$ cat config.mk
export PLATFORM = sky130hd
export DESIGN_NAME = audio_i2s
export DESIGN_NICKNAME = d
export VERILOG_FILES = /design/src/rtl/audio_i2s.sv
export SDC_FILE = /design/constraint.sdc
export NUM_CORES = 1
export LEC_CHECK = 0
export CAP_MARGIN = 20
export CORE_UTILIZATION = 46
export CTS_CLUSTER_DIAMETER = 60
export DETAILED_ROUTE_END_ITERATION = 8
export PLACE_DENSITY = 0.75
export SLEW_MARGIN = 40
export SYNTH_ARGS = -nofsm -noshare
export SYNTH_HDL_FRONTEND = slang
export SYNTH_SLANG_ARGS = --single-unit
$ cat constraint.sdc
create_clock -name clock -period 1.9 [get_ports clock]
set_input_delay 0.285 -clock clock [delete_from_list [all_inputs] [get_ports clock]]
set_output_delay 0.285 -clock clock [all_outputs]
set_load 0.01 [all_outputs]
$ cat src/rtl/audio_i2s.sv
// audio_i2s: serialises two 15-bit unsigned mixer channels to an I2S DAC
//   clock  - system clock, rising edge
//   reset  - synchronous active-low reset
//   left   - unsigned left sample, latched once per frame
//   right  - unsigned right sample, latched once per frame
//   sck    - I2S bit clock, period 2*DIV system clocks
//   lrck   - word select, 0 = left, 1 = right
//   sd     - serial data, MSB first, one bit after lrck
//   sample - one-clock strobe when left/right are latched
module audio_i2s #(
   parameter int DIV = 8
) (
   input  logic        clock,
   input  logic        reset,
   input  logic [14:0] left,
   input  logic [14:0] right,
   output logic        sck,
   output logic        lrck,
   output logic        sd,
   output logic        sample
);
   localparam int DW = DIV > 1 ? $clog2(DIV) : 1;
   logic [DW-1:0] div_q, div_d;
   logic [4:0] slot_q, slot_d;
   logic [31:0] frame_q, frame_d;
   logic sck_q, sck_d, lrck_q, lrck_d, sd_q, sd_d, sample_q, sample_d;
   logic tick, fall, wrap;
   always_comb begin
      tick = div_q == DW'(DIV - 1);
      fall = tick && sck_q;
      wrap = fall && slot_q == 5'd31;
      div_d = tick ? '0 : div_q + 1'b1;
      sck_d = sck_q ^ tick;
      slot_d = fall ? slot_q + 5'd1 : slot_q;
      lrck_d = fall ? slot_d[4] : lrck_q;
      // entering slot k transmits frame[(32-k) mod 32]; (32-(s+1)) mod 32 == ~s
      sd_d = fall ? frame_q[~slot_q] : sd_q;
      sample_d = wrap;
      // MSB inversion plus a zero LSB gives (x - 16384) * 2 in two's complement
      frame_d = wrap ? {~left[14], left[13:0], 1'b0, ~right[14], right[13:0], 1'b0} : frame_q;
   end
   always_ff @(posedge clock) begin
      if (!reset) begin
         div_q <= '0;
         slot_q <= '0;
         frame_q <= '0;
         sck_q <= 1'b0;
         lrck_q <= 1'b0;
         sd_q <= 1'b0;
         sample_q <= 1'b0;
      end else begin
         div_q <= div_d;
         slot_q <= slot_d;
         frame_q <= frame_d;
         sck_q <= sck_d;
         lrck_q <= lrck_d;
         sd_q <= sd_d;
         sample_q <= sample_d;
      end
   end
   assign sck = sck_q;
   assign lrck = lrck_q;
   assign sd = sd_q;
   assign sample = sample_q;
endmodule
==> summary.md, run 1 <==
| Metric | Value |
|---|---|
| Status | finished clean |
| Mapped Cells | 202 |
| Max Cap Viol | 0 |
| Syn. warnings | 0 |
| CP required | 2.08 ns |
| Antenna Cells | 0 |
| Levels on crit path | 7 |
| Max incr delay on CP | 0.34 ns |
| Die Y | 65.8 um |
| Area of the multi-input gates | 965 sq um |
| First-pass GRT wire length | 6.55 mm |
| Initial Util | 49.7% |
| Root Buffer | clkbuf_8 |
| Syn Nets | 239 |
| Setup bufs post-CTS | 0 |
| Synth-to-layout area growth | 27.9% |
| Core area | 3770 sq um |
| Total die area | 4330 sq um |
| Vias/cell | 5.11 |
| Fillers | 333 |
| H-tree Lvls | 2 |
| Area leader, netlist | dfxtp_1 |
| EDFF count, synth | 0 |
| Total track usage | 20.3% |
| CP Capture Type | flip-flop |
| TNS Setup | 0 ns |
| # hold bufs at CTS | 0 |
| Final nets | 274 |
| Minimum clock period | 1.78 ns |
| Final ANT Viol Nets | 0 |
| Crit-path slowest cell | dfxtp_1 |
| Share of the synthesized area in the top cell type | 44.9% |
| Vias in the first global route | 1438 |
| Io pins | 36 |
| Worst-Margin Slew | 0.455 ns |
| Die Wd | 65.8 um |
| Final wirelength | 3.63 mm |
| Final Hold Fails | 0 |
| GRT overflow | 0 |
| Startpoint Class | flip-flop |
| Async set or reset register ratio after synthesis | 0% |
| Max frequency | 563 MHz |
| Vias | 1462 |
| I/O Buffers | 35 |
| Clock transition at the registers of the reported paths | 0.08 ns |
| Worst r2r path cells | 7 |
| Initial antenna violation count | 0 |
| Synth area leaders | dfxtp_1 (45%), nand2_1 (12%), a21boi_0 (12%) |
| Largest net degree at the start of global routing | 43 |
| Peak VDD IR | 0.000355 V |
| CP dominant cell by count | ha_1 |
| Tcrit/Tclk final | 93.6% |
| Drt pass-1 iters | 4 |
| Unique masters post-synth | 31 |
| Fin Hold WS | 0.430 ns |
| CTS tree | built |
| Crit path arrival time | 1.96 ns |
| Kind of critical path | flip-flop to flip-flop |
| Remaining DRCs | 0 |
| Layout cells sized above 1 | 8.82% |
| Slew headroom | 69.6% |
| Clock Skew | 0.00324 ns |
| #FFs+latches synth | 42 |
| Max Root-Sink Buffers | 2 |
| CTS Sinks | 42 |
| RSZ-0062 raised after global routing | no |
| Hold path cells | 1 |
| Cells after DPL | 278 |
| Power Density | 652 nW/um^2 |
| Max-slew violation count | 0 |
| Worst Setup Slack, final | 0.122 ns |
| Pre-CTS setup slack | 0.127 ns |
| Final setup violation count | 0 |
| Worst path top cell family by delay | adder cells |
| HPWL Detailed | 2.54 mm |
| Syn Area/Cell | 9.28 sq um |
| Critical path cell sequence | ha_1, ha_1, ha_1, and3b_1, a311o_1, o311ai_2, a21oi_1 |
| TritonCTS Buffers | 5 |
| Per-cell routed wire length | 12.7 um |
| Placer Congestion | 0.788 |
| Post-synthesis sequential area ratio | 44.9% |
| Critical path buffers and inverters | 0 |
| Clock insertion delay at the later pin of the skew report | 0.30 ns |
| CP max FO | 4 |
| Site Rows | 22 |
| Reg area | 842 sq um |
| Commonest non-fill, non-tap cell in the layout | nand2_1 |
| Most used DFF post-synth | dfxtp_1 |
| Netlist Area Pre-Place | 1870 sq um |
| Leak | 0.000875 uW |
| Commonest cells after routing, fill and taps aside | nand2_1 (62), dfxtp_1 (41), clkdlybuf4s50_1 (35) |
| Non-filler instance count after layout | 286 |
| Hold crit path type | flip-flop to flip-flop |
| DR iter-0 viols | 68 |
## cell families after synthesis
| family | synth area share (%) |
|---|---|
| AND/OR/NAND/NOR | 19.9 |
| flip-flops | 44.9 |
| AO/OA/AOI/OAI | 16.7 |
| buffers and inverters | 3.67 |
| multiplexers | 10.1 |
| adder cells (fa/ha/maj) | 3.34 |
| XOR/XNOR | 1.40 |
## report_power, final
part | internal [uW] | switching (uW) | total, uW | leakage, uW
combinational | 69.2 | 22.4 | 91.6 | 0.000487
sequential | 885 | 1.92 | 887 | 0.000339
clock | 293 | 293 | 586 | 0.0000482
## per-layer routing
| layer | wire, um | global-route usage [%] | vias up | part of all wire [%] |
|---|---|---|---|---|
| met1 | 1830 | 26.9 | 678 | 50 |
| li1 | - | - | 756 | - |
| met5 | 0 | 0 | - | 0 |
| met3 | 124 | 6.72 | 6 | 3.4 |
| met2 | 1620 | 30.7 | 22 | 45 |
| met4 | 51 | 6.52 | 0 | 1.4 |
## final timing paths
path                                           from             endpoint  slack [ns]
worst max register to register  div_q[0]$_SDFF_PP0_      sd$_SDFFE_PN0P_        0.12
worst min-delay path            div_q[0]$_SDFF_PP0_  div_q[0]$_SDFF_PP0_        0.43
worst min register to register  div_q[0]$_SDFF_PP0_  div_q[0]$_SDFF_PP0_        0.43
worst max-delay path            div_q[0]$_SDFF_PP0_      sd$_SDFFE_PN0P_        0.12
## repair_timing
item                                    in CTS  in global routing
endpoints found under the hold margin        0                  0
endpoints found under the setup margin       0                  8
gates resized for setup                      0                  2
## state kept, by name (all words and copies together) (netlist names)
signal / flops
div_q: 3
frame_q: 30
lrck: 1
sample: 1
sck: 1
sd: 1
slot_q: 5
## final cells by class
cell class                 instances  share of cell area [%]
clock buffer                       7                    3.60
tap                               48                    2.51
sequential                        42                    35.1
multi-input combinational        144                    40.2
timing repair buffer              43                    18.2
inverter                           1                   0.157
clock inverter                     1                   0.209
## worst reg2reg max path, stage by stage, from the launching register on
cell	delay, ns
dfxtp_1	0.34
ha_1	0.15
ha_1	0.21
ha_1	0.24
and3b_1	0.22
a311o_1	0.33
o311ai_2	0.08
a21oi_1	0.09
## cell usage after synthesis, types with 3 or more instances
library cell / count
ha_1: 5
mux2i_1: 7
dfxtp_1: 42
a21boi_0: 29
nand3b_1: 3
o2111ai_1: 3
and3b_1: 3
nand2_1: 62
clkbuf_1: 13
and2_1: 6
## per-stage QoR
stage / util (%) / total power [uW] / instance area [sq um]
floorplan: - / 929 / 1870
global placement: 61.1 / 999 / 2300
detailed placement: 61.1 / 1000 / 2300
CTS: 63.5 / 1590 / 2400
global route: 63.6 / 1640 / 2400
finish: 63.6 / 1560 / 2400
Note: power is estimated with default switching activity, not from simulation.
==> run 2: changes to the inputs <==
Settings changed: CORE_MARGIN set to 2, CTS_CLUSTER_DIAMETER 60 to 50.
==> summary.md, run 2 (same netlist as run 1, synthesis figures left out) <==
| Metric | Value |
|---|---|
| Max-slew violation count | 0 |
| Max Root-Sink Buffers | 2 |
| Per-cell routed wire length | 12.3 um |
| Kind of critical path | flip-flop to flip-flop |
| Root Buffer | clkbuf_8 |
| CP required | 2.08 ns |
| CP max FO | 7 |
| H-tree Lvls | 2 |
| TritonCTS Buffers | 5 |
| Worst-Margin Slew | 0.323 ns |
| Clock Skew | 0.00516 ns |
| Vias in the first global route | 1386 |
| Worst Setup Slack, final | 0.168 ns |
| Placer Congestion | 0.879 |
| Max Cap Viol | 0 |
| Die Y | 67.8 um |
| I/O Buffers | 35 |
| Clock insertion delay at the later pin of the skew report | 0.30 ns |
| Pre-CTS setup slack | 0.0551 ns |
| Final Hold Fails | 0 |
| First-pass GRT wire length | 6.12 mm |
| Final nets | 276 |
| Area of the multi-input gates | 980 sq um |
| Slew headroom | 78.5% |
| Io pins | 36 |
| Tcrit/Tclk final | 91.2% |
| GRT overflow | 0 |
| Site Rows | 23 |
| Final setup violation count | 0 |
| RSZ-0062 raised after global routing | no |
| Biggest register | frame_q |
| Drt pass-1 iters | 4 |
| Layout cells sized above 1 | 11.3% |
| Total die area | 4600 sq um |
| Commonest cells after routing, fill and taps aside | nand2_1 (62), dfxtp_1 (40), clkdlybuf4s50_1 (35) |
| Antenna Cells | 0 |
| Number of flip-flops under the largest register name | 30 |
| CP Capture Type | flip-flop |
| Final wirelength | 3.57 mm |
| Vias/cell | 5.08 |
| Initial antenna violation count | 0 |
| DR iter-0 viols | 77 |
| Leak | 0.000881 uW |
| Commonest non-fill, non-tap cell in the layout | nand2_1 |
| Clock transition at the registers of the reported paths | 0.07 ns |
| Total track usage | 17.8% |
| Largest net degree at the start of global routing | 43 |
| Max frequency | 577 MHz |
| Synth-to-layout area growth | 30.0% |
| Power Density | 673 nW/um^2 |
| Fillers | 363 |
| CTS Sinks | 42 |
| Startpoint Class | flip-flop |
| Reg area | 843 sq um |
| Remaining DRCs | 0 |
| TNS Setup | 0 ns |
| Vias | 1474 |
| # hold bufs at CTS | 0 |
| Final ANT Viol Nets | 0 |
| Peak VDD IR | 0.000394 V |
| Top flop regs | frame_q x30, slot_q x5, div_q x3 |
| Status | finished clean |
| HPWL Detailed | 2.49 mm |
| CTS tree | built |
| Crit path arrival time | 1.91 ns |
| Initial Util | 47.2% |
| Minimum clock period | 1.73 ns |
| Core area | 3970 sq um |
| Final Util | 61.4% |
| Hold crit path type | flip-flop to flip-flop |
| Die Wd | 67.8 um |
run 2: cell count changes in the layout (fill, tap and decap cells not counted):
cell,delta
buf_4,+3
ha_1,-2
a21boi_1,-1
ha_2,+1
a21boi_0,+1
dfxtp_1,-1
ha_4,+1
clkinv_2,-1
clkbuf_1,-1
buf_12,-1
dfxtp_2,+1
clkbuf_8,+2
run 2: report_power, final:
group / internal, uW / leakage, uW / switching (uW) / total, uW
Sequential: 885 / 0.000340 / 2.23 / 887
Combinational: 69.2 / 0.000484 / 21.3 / 90.6
Clock: 367 / 0.0000575 / 297 / 663
run 2: worst paths after layout:
kind                                from                  end  slack, ns  cells past startpoint
hold reg to reg      div_q[0]$_SDFF_PP0_  div_q[0]$_SDFF_PP0_       0.44                      1
hold / removal       div_q[0]$_SDFF_PP0_  div_q[0]$_SDFF_PP0_       0.44                      1
setup / recovery  slot_q[1]$_SDFFE_PN0P_      sd$_SDFFE_PN0P_       0.17                      4
setup reg to reg  slot_q[1]$_SDFFE_PN0P_      sd$_SDFFE_PN0P_       0.17                      4
run 2: what timing repair did:
item	CTS	global route
setup buffers	0	0
setup endpoints to repair	0	31
gates resized for setup	0	5
run 2: worst max-delay path: stages, from the launching register on:
cell and delay (ns):
dfxtp_2 0.43, mux4_1 0.57, mux2_2 0.28, o311ai_2 0.25, a21oi_1 0.09
run 2: final cells by class:
class | count | share of cell area (%)
tap | 50 | 2.57
multi-input combinational | 144 | 40.2
clock buffer | 8 | 4.52
timing repair buffer | 45 | 18.0
sequential | 42 | 34.6
inverter | 1 | 0.154
run 2: through the flow:
stage / area (sq um) / hold slack (ns) / power (uW) / cells
after detailed placement: 2310 / 0.437 / 999 / 282
final: 2440 / 0.443 / 1640 / 290
after global routing: 2440 / 0.478 / 1700 / 290
after global placement: 2310 / 0.422 / 998 / 282
after floorplan: 1870 / 0.405 / 929 / 202
after CTS: 2420 / 0.448 / 1650 / 290
run 2: metal layers:
metal	global-route usage [%]	up-vias	part of all wire, %
li1	-	760	-
met1	23.1	674	48
met2	27.9	34	46
met3	5.59	6	5.0
met4	6.75	0	0.98
met5	0	-	0
==> run 3: changes to the inputs <==
Settings changed: SKIP_CTS_REPAIR_TIMING set to 1.
==> results of run 3 <==
Final layout, timing and power as in run 2 (identical DEF).
